--- src/rtl/riscv_pkg.sv ---
// Shared definitions for the RV32I pipeline.
//   NOP_INSTR     canonical bubble instruction (addi x0, x0, 0)
//   if_id_t       IF/ID pipeline register contents
//   IF_ID_BUBBLE  value loaded into IF/ID on reset or flush
// Further pipeline-register structs (ID/EX, EX/MEM, MEM/WB) belong here as well.
package riscv_pkg;

  localparam int unsigned XLEN      = 32;
  localparam logic [31:0] NOP_INSTR = 32'h0000_0013;

  typedef struct packed {
    logic [31:0]     instr;
    logic [XLEN-1:0] pc;
    logic [XLEN-1:0] pc_plus4;
    logic            valid;
  } if_id_t;

  localparam if_id_t IF_ID_BUBBLE = '{
    instr:    NOP_INSTR,
    pc:       '0,
    pc_plus4: '0,
    valid:    1'b0
  };

endpackage

--- src/rtl/if_id_reg.sv ---
// IF/ID pipeline register. Update priority: reset, flush (bubble), stall (hold), load.
// The same structure is used for the later pipeline registers.
// Ports:
//   clk      in   pipeline clock, rising edge
//   i_reset  in   synchronous, active-high reset
//   i_stall  in   hold current contents
//   i_flush  in   load a bubble; beats i_stall
//   i_data   in   next-stage contents from IF
//   o_data   out  registered contents for ID
module if_id_reg
  import riscv_pkg::*;
(
  input  logic   clk,
  input  logic   i_reset,
  input  logic   i_stall,
  input  logic   i_flush,
  input  if_id_t i_data,
  output if_id_t o_data
);

  if_id_t r_data;

  always_ff @(posedge clk) begin
    if (i_reset || i_flush) begin
      r_data <= IF_ID_BUBBLE;
    end else if (!i_stall) begin
      r_data <= i_data;
    end
  end

  assign o_data = r_data;

endmodule

--- src/rtl/fetch_stage.sv ---
// IF stage of the 5-stage RV32I pipeline plus the IF/ID register.
// Owns the PC, drives the imem address, latches the fetched instruction and
// keeps saturating stall/flush debug counters and a sticky misaligned-target flag.
// Ports:
//   clk          in   pipeline clock, rising edge
//   reset        in   synchronous, active-high reset
//   StallF       in   hold PC
//   StallD       in   hold IF/ID
//   FlushD       in   squash IF/ID
//   PCSrcE       in   redirect fetch to PCTargetE
//   PCTargetE    in   branch/jump target from EX
//   InstrF       in   instruction read asynchronously from imem at PCF
//   PCF          out  current fetch address
//   InstrD       out  IF/ID instruction
//   PCD          out  IF/ID PC
//   PCPlus4D     out  IF/ID PC+4
//   ValidD       out  IF/ID holds a real instruction
//   MisalignErr  out  sticky: a redirect target was not word aligned
//   StallCnt     out  saturating count of cycles with PC held
//   FlushCnt     out  saturating count of cycles with IF/ID squashed
// XLEN must match riscv_pkg::XLEN since the IF/ID struct is sized from the package.
module fetch_stage
  import riscv_pkg::*;
#(
  parameter int unsigned     XLEN     = riscv_pkg::XLEN,
  parameter logic [XLEN-1:0] RESET_PC = '0,
  parameter int unsigned     CNT_W    = 32
) (
  input  logic             clk,
  input  logic             reset,
  input  logic             StallF,
  input  logic             StallD,
  input  logic             FlushD,
  input  logic             PCSrcE,
  input  logic [XLEN-1:0]  PCTargetE,
  input  logic [31:0]      InstrF,
  output logic [XLEN-1:0]  PCF,
  output logic [31:0]      InstrD,
  output logic [XLEN-1:0]  PCD,
  output logic [XLEN-1:0]  PCPlus4D,
  output logic             ValidD,
  output logic             MisalignErr,
  output logic [CNT_W-1:0] StallCnt,
  output logic [CNT_W-1:0] FlushCnt
);

  logic [XLEN-1:0]  r_pcf;
  logic             r_misalign;
  logic [CNT_W-1:0] r_stall_cnt;
  logic [CNT_W-1:0] r_flush_cnt;

  logic [XLEN-1:0]  w_pc_plus4;
  logic [XLEN-1:0]  w_pc_next;
  logic             w_stall_evt;
  if_id_t           w_if_id_in;
  if_id_t           w_if_id_out;

  // Carry out of the adder is dropped, so 0xFFFF_FFFC wraps to 0.
  assign w_pc_plus4 = r_pcf + {{(XLEN-3){1'b0}}, 3'd4};

  // Redirect beats stall; the loaded target is always word aligned.
  always_comb begin
    w_pc_next = w_pc_plus4;
    if (PCSrcE) begin
      w_pc_next = {PCTargetE[XLEN-1:2], 2'b00};
    end else if (StallF) begin
      w_pc_next = r_pcf;
    end
  end

  always_ff @(posedge clk) begin
    if (reset) begin
      r_pcf <= RESET_PC;
    end else begin
      r_pcf <= w_pc_next;
    end
  end

  always_ff @(posedge clk) begin
    if (reset) begin
      r_misalign <= 1'b0;
    end else if (PCSrcE && (PCTargetE[1:0] != 2'b00)) begin
      r_misalign <= 1'b1;
    end
  end

  // A redirect overrides StallF, so the PC is not actually held in that cycle.
  assign w_stall_evt = StallF && !PCSrcE;

  always_ff @(posedge clk) begin
    if (reset) begin
      r_stall_cnt <= '0;
      r_flush_cnt <= '0;
    end else begin
      if (w_stall_evt && !(&r_stall_cnt)) begin
        r_stall_cnt <= r_stall_cnt + 1'b1;
      end
      if (FlushD && !(&r_flush_cnt)) begin
        r_flush_cnt <= r_flush_cnt + 1'b1;
      end
    end
  end

  assign w_if_id_in = '{
    instr:    InstrF,
    pc:       r_pcf,
    pc_plus4: w_pc_plus4,
    valid:    1'b1
  };

  if_id_reg u_if_id_reg (
    .clk     (clk),
    .i_reset (reset),
    .i_stall (StallD),
    .i_flush (FlushD),
    .i_data  (w_if_id_in),
    .o_data  (w_if_id_out)
  );

  assign PCF         = r_pcf;
  assign InstrD      = w_if_id_out.instr;
  assign PCD         = w_if_id_out.pc;
  assign PCPlus4D    = w_if_id_out.pc_plus4;
  assign ValidD      = w_if_id_out.valid;
  assign MisalignErr = r_misalign;
  assign StallCnt    = r_stall_cnt;
  assign FlushCnt    = r_flush_cnt;

endmodule

--- config.mk ---
export PLATFORM = sky130hd
export DESIGN_NAME = fetch_stage
export DESIGN_NICKNAME = d
export VERILOG_FILES = /design/src/rtl/riscv_pkg.sv /design/src/rtl/if_id_reg.sv /design/src/rtl/fetch_stage.sv
export SDC_FILE = /design/constraint.sdc
export NUM_CORES = 1
export LEC_CHECK = 0
export ABC_AREA = 1
export BUFFER_PORTS_ARGS = -buffer_cell sky130_fd_sc_hd__buf_2
export CORE_MARGIN = 2
export CORE_UTILIZATION = 50
export CTS_CLUSTER_SIZE = 40
export DETAILED_ROUTE_END_ITERATION = 12
export GPL_TIMING_DRIVEN = 0
export PLACE_DENSITY = 0.76
export SYNTH_ARGS = -nofsm -noshare
export SYNTH_HDL_FRONTEND = slang
export SYNTH_HIERARCHICAL = 1
export SYNTH_SLANG_ARGS = --single-unit
--- constraint.sdc ---
create_clock -name clk -period 4 [get_ports clk]
set_clock_uncertainty 0.05 [all_clocks]
set_input_delay 0.8 -clock clk [delete_from_list [all_inputs] [get_ports clk]]
set_output_delay 0.8 -clock clk [all_outputs]
set_load 0.01 [all_outputs]
### Word-level counts from Yosys, hierarchy flattened

Cells that the tools add are included.
W data, S select, Z words.

* mux-type cells: 2
* reductions and logical operators: 12
* $add $sub $neg: 3
* equal/unequal tests: 1

Operators with widths (number)
* $add A32 B1 Y32 const B: 2
* $mux W32: 2
* $reduce_and A32 Y1: 2
* $add A32 B3 Y32 const B: 1
* $logic_and A1 B1 Y1: 4
* $logic_not A1 Y1: 3
* $ne A2 B1 Y1 const B: 1
* $reduce_bool A2 Y1: 1
* $reduce_or A2 Y1: 1
* $logic_or A1 B1 Y1: 1

* bits in registers: 194
* logic and storage cells: 27
* input port bits: 70

### Longest topological paths before layout

Gate-level depths: netlist of the first run.

* depth in word-level cells: 3
* gate-level depth with buffers: 11

### Cells and area by module

Netlist of the first run, hierarchy kept.

By module, submodules not included
* fetch_stage: seq. area each 1901.8 um^2, area an instance 6319.8 um^2, cells an instance 1069, times used 1
* if_id_reg: seq. area each 1941.9 um^2, area an instance 3937.5 um^2, cells an instance 609, times used 1

### Least setup slack after synthesis of the first run

No wires, ideal clock.

* path type: input-to-reg
* start point: input port PCSrcE
* end point: register r_stall_cnt[24] (netlist: StallCnt[24])
* data required time: 3.837 ns
* cell stages on the path: 6
* library setup time: 0.113 ns
* arrival: 1.800 ns
* path buffers: 2
* path slack: 2.037 ns
* cells stage by stage: clkbuf_1 > nor2_1 > clkbuf_1 > nand4_1 > nor2_1 > nor2_1

* longest elaborated chain between the ends: 3

Ends and longest elaborated chain
* start: declaration: line fetch_stage.sv:34 `input logic PCSrcE,`
* $logic_not A1 Y1: line fetch_stage.sv:88 `assign w_stall_evt = StallF && !PCSrcE;`
* $logic_and A1 B1 Y1: line fetch_stage.sv:88
* $logic_and A1 B1 Y1: line fetch_stage.sv:95 `if (w_stall_evt && !(&r_stall_cnt)) begin`
* end signal: assignment: line fetch_stage.sv:96 `r_stall_cnt <= r_stall_cnt + 1'b1;`
* end: declaration: line fetch_stage.sv:49 `logic [CNT_W-1:0] r_stall_cnt;`

No other way between the ends.
A chain may end at the register's enable or synchronous reset.

### Worst setup path in the final report of the first run

* start point: register r_stall_cnt[0] (netlist: StallCnt[0])
* end point: register r_stall_cnt[26] (netlist: StallCnt[26])

* longest elaborated chain between the ends: 3
* elaborated cells between the ends (all ways): 4

Ends and longest elaborated chain
* branches (longest 3 deep; another with $add A32 B1 Y32)

Parallel ways; which one is timed is not known.

==> flow_summary.ini, run 1 <==
[run_status]
status = finished, final reports clean

[sta]
setup_viol = 0
finalSetupTns_ns = 0
worst_pin_slew_ns = 0.762
fmax_mhz = 437
rsz0062_at_grt = no
timing.hold.ws_ns = 0.399
slew_viol_final = 0
fin_crit_sh_pct = 57.3
slew-limit-headroom_pct = 49.2
layout_min_cycle_time_ns = 2.29
finalHoldViolations = 0

[power]
p_leak_uw = 0.00584
power_uw = 4220
irDropWorstVdd_v = 0.000291
power_density_nw_per_um2 = 338

[routing]
drc = 0
drt_iter0_drc = 715
drt-total-wl_mm = 30.7
ant_nets = 0
vias_per_cell = 4.87
drt-pass1-iter-count = 5
vias = 10900
routedWlPerCell_um = 13.7

[place]
dp.cells = 2212
hpwlAfterDp_mm = 23.8
gp_congestion = 0.937
port_buffers = 259

[clock_network]
ctsResizeCount = 0
cts_max_path_buffers = 2
post-cts-setup-buffer-count = 0
insertion_delay_ns = 0.44
htreeDepth = 4
cts.reportedPaths.clkPinSlew_ns = 0.07
numCtsBuffers = 17
cts_tree = done
cts_sinks = 192
hold_buffers = 0
clockRootBuffer = clkbuf_16

[global_routing]
grt_pass1_wl_mm = 48.5
grt_antenna_before_repair = 2
grt_pass1_vias = 9881
grt_max_degree = 20
grt_overflow = 0
grtUsageTotal_pct = 27.7

[yosys]
ys_top_cells_by_count = nand2_1 (619), nor2_1 (352), inv_1 (195)
syn-cell-area_um2 = 10300
yosysSeqAreaShare_pct = 37.5
yosysTopAreaCell = dfxtp_1
synth_seq_cells = 192
synth_flop_cell = dfxtp_1
synth_warnings = 6
synth-edff-count = 0
yosys-top-cells-area = dfxtp_1 (37%), nand2_1 (23%), nor2_1 (13%)
synth-async-reset-ratio_pct = 0
syn_inst = 1678
post-synth-top-count-cell = nand2_1
synth_top_area_share_pct = 37.5
syn-mean-instance-area_um2 = 6.11
synthDistinctLibCells = 31

[die]
coreArea_um2 = 20200
initial_core_util_pct = 50.9
io-pin-count = 264
die_w_um = 147
die_y_um = 147
rows = 52
die_area_um2 = 21700

[setup_path]
cp-start-kind = register
worstPathRequired_ns = 4.24
cp.arrival_ns = 2.53
critPathKind = reg2reg
end_kind = register
cp_max_fo = 10

[cells_and_area]
final-seq-area_um2 = 3840
area_delta_synth_final_pct = 22.0
fin_cells = 2246
fin_nets = 2034
final_util_pct = 62.0
drive_gt1_share_pct = 19.3
fillers = 2001
multi_input_area_um2 = 5310

[job]
drv_cap = 0

[hold_path]
hp-class = reg2reg
-- sequential cells by signal, summed over array words and instances (netlist names) --
name	count
MisalignErr	1
FlushCnt	32
PCF	30
u_if_id_reg/o_data	97
StallCnt	32
-- critical path, cell delays in order, from the launching register on --
cell	delay [ns]
dfxtp_1	0.42
ha_1	0.32
inv_1	0.11
nor2_2	0.20
nand2_2	0.15
nor2_4	0.17
nand2_2	0.11
nand2_2	0.14
inv_2	0.12
buf_2	0.20
nand2_1	0.09
a21oi_1	0.06
-- cells in the final DEF, fill, tap and decap left out, drive strengths merged, types with 2 or more instances in the layout --
cell type / n
nand2: 630
nor2: 366
buf: 303
inv: 205
dfxtp: 192
a21oi: 70
nand3: 49
clkbuf: 38
xor2: 27
o21ai: 25
nand4: 14
xnor2: 14
a22o: 8
a31oi: 7
conb: 7
nor3: 5
clkinv: 5
ha: 3
diode: 2
and2: 2
-- layer usage --
| layer | track usage (%) | share of wire (%) | vias up |
|---|---|---|---|
| li1 | - | - | 5617 |
| met1 | 35.6 | 44 | 4848 |
| met2 | 46.9 | 47 | 401 |
| met3 | 4.75 | 6.6 | 64 |
| met4 | 10.1 | 3.0 | 0 |
| met5 | 0 | 0 | - |
-- per-stage QoR --
stage	area, um2	setup slack [ns]
detailed placement	11900	1.50
global route	12500	1.56
finish	12500	1.71
floorplan	10300	2.04
global placement	11900	1.52
CTS	12500	1.75
-- worst paths after layout --
path	startpoint	endpoint	slack, ns	depth (start not counted)
worst max register to register	StallCnt[0]	StallCnt[26]	1.71	11
worst min register to register	MisalignErr	MisalignErr	0.40	2
worst max-delay path	StallCnt[0]	StallCnt[26]	1.71	11
worst min-delay path	MisalignErr	MisalignErr	0.40	2
-- report_power, final --
| group | switching, uW | internal (uW) |
|---|---|---|
| Clock | 836 | 898 |
| Sequential | 60.0 | 1970 |
| Combinational | 287 | 173 |
-- layout make-up --
cell class / count / share of cell area, %
diodes: 2 / 0.0400
plain buffers: 64 / 3.01
clock buffers: 18 / 3.43
clock inverters: 14 / 1.36
inverters: 198 / 5.94
multi-input cells: 1229 / 42.5
flip-flops and latches: 192 / 30.7
well taps: 270 / 2.70
repair buffers: 259 / 10.4
-- logic make-up after synthesis --
kind of cell | share of synthesized area, %
buf+inv | 10.9
other cells | 0.0732
flops | 37.5
compound gates | 6.55
simple gates | 41.1
fa+ha+maj | 0.366
xor+xnor | 3.50
Note: power is estimated with default switching activity, not from simulation.
==> run 2: changes to the inputs <==
--- a/config.mk
+++ b/config.mk
@@ -5,14 +5,14 @@
 export SDC_FILE = /design/constraint.sdc
 export NUM_CORES = 1
 export LEC_CHECK = 0
-export ABC_AREA = 1
+export ABC_AREA = 0
 export BUFFER_PORTS_ARGS = -buffer_cell sky130_fd_sc_hd__buf_2
 export CORE_MARGIN = 2
 export CORE_UTILIZATION = 50
 export CTS_CLUSTER_SIZE = 40
 export DETAILED_ROUTE_END_ITERATION = 12
 export GPL_TIMING_DRIVEN = 0
-export PLACE_DENSITY = 0.76
+export PLACE_DENSITY = 0.78
 export SYNTH_ARGS = -nofsm -noshare
 export SYNTH_HDL_FRONTEND = slang
 export SYNTH_HIERARCHICAL = 1
==> constraint.sdc (replaced) <==
create_clock -name clk -period 2.2 [get_ports clk]
set_clock_uncertainty 0.05 [all_clocks]
set_input_delay 0.44 -clock clk [delete_from_list [all_inputs] [get_ports clk]]
set_output_delay 0.44 -clock clk [all_outputs]
set_load 0.01 [all_outputs]
==> run 2 against run 1 <==
Effect of this change:
- setup slack got worse by 1.6 ns
- clock power rose by 83%
- die area is 13% lower
- combinational power is 53% higher
- non-clock buffer count up 11
- first-iteration DRC count down 13%
- clock-buffer cell count down 1
- hold slack got worse by 0.23 ns
- synthesized cell count fell by 41%
- via count decreased by 23%
- highest routed layer unchanged
==> flow_summary.ini, run 2 <==
[run_status]
status = finished, final reports clean

[power]
irDropWorstVdd_v = 0.000582
power_density_nw_per_um2 = 655
p_leak_uw = 0.00524

[clock_network]
cts_max_path_buffers = 2
clockRootBuffer = clkbuf_16
cts_tree = done
insertion_delay_ns = 0.43
cts_sinks = 192
cts.reportedPaths.clkPinSlew_ns = 0.07
htreeDepth = 4
numCtsBuffers = 17

[die]
initial_core_util_pct = 51.2
coreArea_um2 = 17400
io-pin-count = 264
rows = 48
die_w_um = 137
die_y_um = 137
die_area_um2 = 18800

[cells_and_area]
fillers = 1438
area_delta_synth_final_pct = 29.5
final-seq-area_um2 = 3890
most-common-layout-cells = buf_2 (271), dfxtp_1 (165), nor2_1 (146)
final_common_cell = buf_2
largest_register_ffs = 97
multi_input_area_um2 = 4830
fin_nets = 1364
drive_gt1_share_pct = 32.8
fin_cells = 1531

[global_routing]
grt_pass1_vias = 7710
grt_max_degree = 19
grt_overflow = 0
grt_pass1_wl_mm = 39.4
grtUsageTotal_pct = 26.6
grt_antenna_before_repair = 3

[place]
dp.cells = 1486
gp_congestion = 0.889
port_buffers = 259
hpwlAfterDp_mm = 18.8

[yosys]
synth-edff-count = 0
yosys-top-cells-area = dfxtp_1 (43%), mux2i_1 (12%), nor2_1 (6.3%)
yosysSeqAreaShare_pct = 43.3
yosysTopAreaCell = dfxtp_1
synthDistinctLibCells = 52
synth-async-reset-ratio_pct = 0
syn_inst = 997
syn-mean-instance-area_um2 = 8.91
synth_top_area_share_pct = 43.3
post-synth-top-count-cell = dfxtp_1
ys_top_cells_by_count = dfxtp_1 (192), nor2_1 (148), mux2i_1 (106)
syn-cell-area_um2 = 8880
synth_warnings = 6
synth_flop_cell = dfxtp_1
synth_seq_cells = 192

[setup_path]
end_kind = register
cp.arrival_ns = 2.39
r2r-end = FlushCnt[19]
critPathKind = reg2reg
ff2ff_setup_slack_ns = 0.08
worstPathRequired_ns = 2.47
r2r_start = FlushCnt[0]
reg2regPathDepth = 7
cp_max_fo = 10
cp-start-kind = register

[routing]
vias_per_cell = 5.53
vias = 8463
drt-total-wl_mm = 26.2
drt-pass1-iter-count = 5
drt_iter0_drc = 619
ant_nets = 0
routedWlPerCell_um = 17.1
drc = 0

[job]
drv_cap = 0

[sta]
slew-limit-headroom_pct = 50.1
rsz0062_at_grt = yes
layout_min_cycle_time_ns = 2.12
setup_viol = 0
slew_viol_final = 0
timing.hold.ws_ns = 0.168
worst_pin_slew_ns = 0.748
fmax_mhz = 472
finalHoldViolations = 0
fin_crit_sh_pct = 96.4

[hold_path]
hold_end = u_if_id_reg/o_data[65]
hold_depth = 3
holdCritStartpoint = InstrF[0]
hp-class = in2reg
-- run 2: how the worst max path moves through the flow --
stage                            from                      to  cells past startpoint
after CTS                     PCF[10]  u_if_id_reg/o_data[28]                      9
after detailed placement      PCF[10]  u_if_id_reg/o_data[32]                      9
final                     FlushCnt[0]            FlushCnt[19]                      7
after floorplan               PCF[10]  u_if_id_reg/o_data[32]                      9
after global routing           PCF[4]  u_if_id_reg/o_data[29]                      9
after global placement        PCF[10]  u_if_id_reg/o_data[32]                      9
-- run 2: report_power, final --
| group | internal (uW) | switching, uW |
|---|---|---|
| registers | 3560 | 107 |
| clock network | 1710 | 1450 |
| logic | 308 | 397 |
-- run 2: metal layers --
| layer | up-vias | part of all wire [%] | wire [um] | GRT usage [%] |
|---|---|---|---|---|
| li1 | 4052 | - | - | - |
| met1 | 3970 | 41 | 10800 | 32.7 |
| met2 | 382 | 47 | 12400 | 44.3 |
| met3 | 59 | 8.3 | 2180 | 6.70 |
| met4 | 0 | 2.9 | 760 | 11.3 |
| met5 | - | 0 | 0 | 0 |
-- run 2: cell families after synthesis --
logic type / synth area share, %
simple gates: 22.0
flops: 43.3
compound gates: 8.41
mux: 12.3
buf+inv: 5.35
xor+xnor: 8.09
fa+ha+maj: 0.423
other cells: 0.0846
-- run 2: worst max-delay path, stage by stage (launching register included) --
cell and delay, ns:
dfxtp_2 0.38, ha_1 0.22, nand4_1 0.20, or4_4 0.48, nand3_1 0.17, buf_4 0.20, nor2_1 0.06, mux2_2 0.26
-- run 2: layout make-up --
type,instances,share of cell area [%]
Clock buffer,17,3.70
Clock inverter,15,1.48
Buffer,57,3.00
Inverter,33,1.08
Sequential cell,192,33.8
Tap cell,225,2.45
Multi-Input combinational cell,713,42.0
Timing Repair Buffer,277,12.4
Antenna cell,2,0.0435
-- run 2: metrics by stage --
stage | instance area, um2 | worst slack (ns) | setup TNS (ns) | power (uW) | util (%)
finish | 11500 | 0.0799 | 0 | 7530 | 66.3
global route | 11500 | -0.0232 | -0.0857 | 7830 | 66.3
CTS | 11200 | -0.00312 | -0.00312 | 7590 | 64.7
detailed placement | 10500 | -0.338 | -7.53 | 4440 | 60.4
global placement | 10500 | -0.329 | -7.05 | 4420 | 60.4
floorplan | 8900 | 0.0469 | 0 | 4160 | -
-- run 2: repair_timing --
action / in CTS / in global routing
buffers inserted: 9 / 9
hold buffers: 0 / 0
pin swaps: 4 / 14
endpoints found under the setup margin: 67 / 88
gates resized for setup: 23 / 72
gates cloned: 0 / 0
